### src/rtl/uart_rx.sv
// UART receiver, 8N1, LSB first. Oversamples the synchronized line with a
// bit-period counter and samples each bit once at its middle.
module uart_rx #(
    parameter int BAUDRATE = 115200,
    parameter int FREQ     = 50_000_000
) (
    input  logic       CLK,
    input  logic       RESET_n,
    input  logic       RX,
    input  logic       RX_ACK,
    output logic [7:0] DATA_OUT,
    output logic       RX_RDY,
    output logic       OVERRUN,
    output logic       FRAME_ERR,
    output logic       BUSY
);

    localparam int T  = FREQ / BAUDRATE;
    localparam int CW = (T > 2) ? $clog2(T) : 1;
    localparam logic [CW-1:0] CNT_LAST = CW'(T - 1);
    localparam logic [CW-1:0] CNT_MID  = CW'(T / 2 - 1);

    typedef enum logic [2:0] {
        S_IDLE,
        S_START,
        S_DATA,
        S_STOP,
        S_BREAK
    } state_t;

    state_t        state;
    logic [CW-1:0] cnt_clk;
    logic [2:0]    bit_idx;
    logic [7:0]    shreg;
    logic          rx_meta;
    logic          rx_s;
    logic          rx_d;
    logic          mid_bit;

    // Synchronizer plus one delay stage for falling-edge detection.
    // All flops reset high so a released reset never looks like a start edge.
    always_ff @(posedge CLK or negedge RESET_n) begin
        if (!RESET_n) begin
            rx_meta <= 1'b1;
            rx_s    <= 1'b1;
            rx_d    <= 1'b1;
        end else begin
            rx_meta <= RX;
            rx_s    <= rx_meta;
            rx_d    <= rx_s;
        end
    end

    assign mid_bit = (cnt_clk == CNT_MID);

    always_ff @(posedge CLK or negedge RESET_n) begin
        if (!RESET_n) begin
            state     <= S_IDLE;
            cnt_clk   <= '0;
            bit_idx   <= '0;
            shreg     <= '0;
            DATA_OUT  <= 8'h00;
            RX_RDY    <= 1'b0;
            OVERRUN   <= 1'b0;
            FRAME_ERR <= 1'b0;
            BUSY      <= 1'b0;
        end else begin
            FRAME_ERR <= 1'b0;

            if (RX_ACK && RX_RDY) begin
                RX_RDY  <= 1'b0;
                OVERRUN <= 1'b0;
            end

            if (state != S_IDLE) begin
                cnt_clk <= (cnt_clk == CNT_LAST) ? '0 : cnt_clk + CW'(1);
            end

            case (state)
                S_IDLE: begin
                    if (!rx_s && rx_d) begin
                        state   <= S_START;
                        cnt_clk <= '0;
                        BUSY    <= 1'b1;
                    end
                end

                S_START: begin
                    if (mid_bit) begin
                        if (rx_s) begin
                            state <= S_IDLE;
                            BUSY  <= 1'b0;
                        end else begin
                            state   <= S_DATA;
                            bit_idx <= '0;
                        end
                    end
                end

                S_DATA: begin
                    if (mid_bit) begin
                        shreg <= {rx_s, shreg[7:1]};
                        if (bit_idx == 3'd7) begin
                            state <= S_STOP;
                        end else begin
                            bit_idx <= bit_idx + 3'd1;
                        end
                    end
                end

                S_STOP: begin
                    if (mid_bit) begin
                        if (rx_s) begin
                            // Leave at mid-stop so a back-to-back start edge is caught.
                            state <= S_IDLE;
                            BUSY  <= 1'b0;
                            if (!RX_RDY) begin
                                DATA_OUT <= shreg;
                                RX_RDY   <= 1'b1;
                            end else if (RX_ACK) begin
                                DATA_OUT <= shreg;
                                RX_RDY   <= 1'b1;
                                OVERRUN  <= 1'b0;
                            end else begin
                                OVERRUN <= 1'b1;
                            end
                        end else begin
                            FRAME_ERR <= 1'b1;
                            state     <= S_BREAK;
                        end
                    end
                end

                S_BREAK: begin
                    if (rx_s) begin
                        state <= S_IDLE;
                        BUSY  <= 1'b0;
                    end
                end

                default: begin
                    state <= S_IDLE;
                    BUSY  <= 1'b0;
                end
            endcase
        end
    end

endmodule
### config.mk
export PLATFORM = sky130hd
export DESIGN_NAME = uart_rx
export DESIGN_NICKNAME = d
export VERILOG_FILES = /design/src/rtl/uart_rx.sv
export SDC_FILE = /design/constraint.sdc
export NUM_CORES = 1
export LEC_CHECK = 0
export ABC_CLOCK_PERIOD_IN_PS = 3800
export CORE_ASPECT_RATIO = 1.2
export CORE_UTILIZATION = 43
export DETAILED_ROUTE_END_ITERATION = 6
export SETUP_SLACK_MARGIN = 0.3
export SLEW_MARGIN = 20
export SYNTH_ARGS = -nofsm -noshare
export SYNTH_HDL_FRONTEND = slang
export SYNTH_SLANG_ARGS = --single-unit
### constraint.sdc
create_clock -name CLK -period 3.8 [get_ports CLK]
set_clock_uncertainty 0.2 [all_clocks]
set_input_delay 0.57 -clock CLK [delete_from_list [all_inputs] [get_ports CLK]]
set_output_delay 0.57 -clock CLK [all_outputs]
set_load 0.005 [all_outputs]
==> run metrics <==
Seq/Total Area, Yosys 0.552; Critical Path RT approximately 3800 ps; io pins 16; Post-synth EDFFs 0; slowest stage delay, CP about 730 ps; Synth Cell Area ~0.0017 mm²; Comb power frac 0.117; Post-synth ARST share 1.00; CTS resizes 0; layout cell share with drive strength beyond 1 0.194; worst ir drop on vdd about 0.38 mV; post-route cell area roughly 0.0021 mm²; Synth Area per Inst 11.7 µm²; initial core utilization 0.461; # port buffers 15; status finished clean; Net Sw Frac 0.253; register area around 950 µm²; Fmax around 420 MHz; Design Power approximately 0.0010 W; Leak roughly 0.96 nW; nature of the critical path endpoint flop; TritonCTS Sinks 38; GPL Wtd Cong a little under 0.8; multi-input logic area ~720 µm²; Post-CTS Setup Bufs 0; part of the power in the clock network 0.406; fin nets 173; kind of critical path flop to flop; die width 59.9 µm; CP Max Fanout 7; Yosys cell types 41; CTS Buf Count 5; crit path cell chain inv_1 -> ha_1 -> nand4b_1 -> o41ai_1 -> buf_4 -> o21ai_0 -> a21o_1; Sw Pwr roughly 0.00027 W; crit path launch type flop; post-route ant nets 0; Core Area between 0.003 and 0.004 mm²; # Max-Cap Violations 0; total track usage 0.175; initial detailed-routing violation count 59; RSZ-0062 raised after global routing false; routed len/inst between 10 and 15 µm; Seq cells post-synth 38; fin. max-slew vios 0; worst hold slack approximately 160 ps; P&R area growth vs syn 18.9%; pwr dens roughly 510 mW/mm²; Post-Syn Nets 157; Clock transition at path regs 80 ps; DRC errors left 0; Syn Inst Count approximately 150; initial antenna violation count 0; final hold violations 0; Overflow after GRT 0; Routed WL roughly 3200 µm; yosys warns 0; fillers between 300 and 400; Most used DFF post-synth dfrtp_1; Slew @ Worst Pin 882 ps; antenna diode count 0; Setup TNS Final 0 ps; Post-DP Area 0.00191 mm²; utilization after layout 0.548; Top delay family on crit path compound AO/OA/AOI/OAI gates; Die ar. between 0.004 and 0.005 mm²; DR vias 1173; min Tclk post-route 2390 ps; dpl hpwl between 2000 and 2500 µm; DIE HEIGHT approximately 71 µm; internal power between 0.0007 and 0.0008 W; final setup fails 0; largest net degree at the start of global routing 39; H-tree Lvls 2; Seq pwr share 0.477; first-pass GRT wire length ~5600 µm; Clock Latency Late Sink ~290 ps; relative slew slack 0.404; CTS tree built; vias in the first global route ~1.2k; CP max stage cell o41ai_1; Clock Path Buffers 2; worst hold path type flop to flop; Data arrival, critical path roughly 2400 ps; CTS root buf clkbuf_8; Via density roughly 5.4; hold_buf cts 0; Pre-antenna DRT Iters 5; fin crit share 0.630; Rows 24; crit path buf inv count 2
-- power groups by stage --
stage	Sequential, W	Clock (W)	Combinational [W]
floorplan	0.000492	0	0.0000878
global placement	0.000504	0	0.000115
detailed placement	0.000505	0	0.000122
CTS	0.000498	0.000432	0.000122
global route	0.000506	0.000449	0.000139
finish	0.000500	0.000425	0.000122
-- per-layer routing --
layer,vias to the layer above,track usage,wire [µm]
met5,-,0,0
met4,0,0.0491,30
met3,5,0.0523,141
met2,29,0.277,1560
met1,580,0.232,1490
li1,559,-,-
-- final cells by class --
cell class / instances / area share
Sequential cell: 38 / 0.464
Multi-Input combinational cell: 98 / 0.352
Timing Repair Buffer: 16 / 0.0742
Clock buffer: 6 / 0.0401
Tap cell: 52 / 0.0316
Clock inverter: 2 / 0.0292
Inverter: 5 / 0.00912
-- synth_stat cells, drive strengths merged (2+ instances only) --
cell | number | share of area
a21o | 3 | 0.013
a21oi | 4 | 0.012
a22o | 2 | 0.010
a31oi | 2 | 0.0072
and3 | 2 | 0.0072
buf | 4 | 0.013
clkbuf | 3 | 0.0065
dfrtp | 35 | 0.51
dfstp | 3 | 0.046
ha | 5 | 0.036
inv | 5 | 0.011
mux2 | 17 | 0.11
nand2 | 12 | 0.026
nand3 | 4 | 0.012
nand4b | 2 | 0.010
nor2 | 8 | 0.017
nor3 | 5 | 0.014
nor3b | 3 | 0.013
o21ai | 8 | 0.023
or3b | 2 | 0.010
-- placed cells by master, fill, tap and decap left out, types with 2 or more instances in the layout --
master           instances
a21o_1                   3
a21oi_1                  4
a22o_1                   2
a31oi_1                  2
and3_1                   2
bufinv_16                2
clkbuf_8                 6
clkdlybuf4s50_1         14
dfrtp_1                 35
dfstp_2                  3
ha_1                     5
inv_1                    5
mux2_2                  17
nand2_1                 12
nand3_1                  4
nand4b_1                 2
nor2_1                   8
nor3_1                   5
nor3b_1                  3
o21ai_0                  8
-- registers in the layout, indices dropped and copies added (netlist names), named ones only --
name and count:
cnt_clk 9, DATA_OUT 8, shreg 8, bit_idx 3, state 3, BUSY 1, FRAME_ERR 1, RX_RDY 1
rx_d 1, rx_meta 1, rx_s 1
-- cell families after synthesis --
kind of cell,share of synthesized area
AO/OA/AOI/OAI,0.104
XOR/XNOR,0.0101
adder cells (fa/ha/maj),0.0362
buffers and inverters,0.0304
flip-flops,0.552
multiplexers,0.116
AND/OR/NAND/NOR,0.151
-- path summary, 6_finish.rpt --
kind                                        endpoint            startpoint  cells after the start  slack [ps]
worst min-delay path                  rx_s$_DFF_PN1_     rx_meta$_DFF_PN1_                      0         160
worst max-delay path            cnt_clk[5]$_DFF_PN0_  cnt_clk[1]$_DFF_PN0_                      7        1410
worst max register to register  cnt_clk[5]$_DFF_PN0_  cnt_clk[1]$_DFF_PN0_                      7        1410
worst min register to register        rx_s$_DFF_PN1_     rx_meta$_DFF_PN1_                      0         160
min in group asynchronous       cnt_clk[3]$_DFF_PN0_               RESET_n                      1         180
max in group asynchronous       state[0]$_DFFE_PN0P_               RESET_n                      1        2700
-- metrics by stage --
step | instances | setup slack [ps]
after floorplan | 148 | 1770
after global placement | 209 | 1530
after detailed placement | 209 | 1400
after CTS | 217 | 1390
after global routing | 217 | 1290
final | 217 | 1410
No activity file was read; power rests on OpenSTA's default activity.
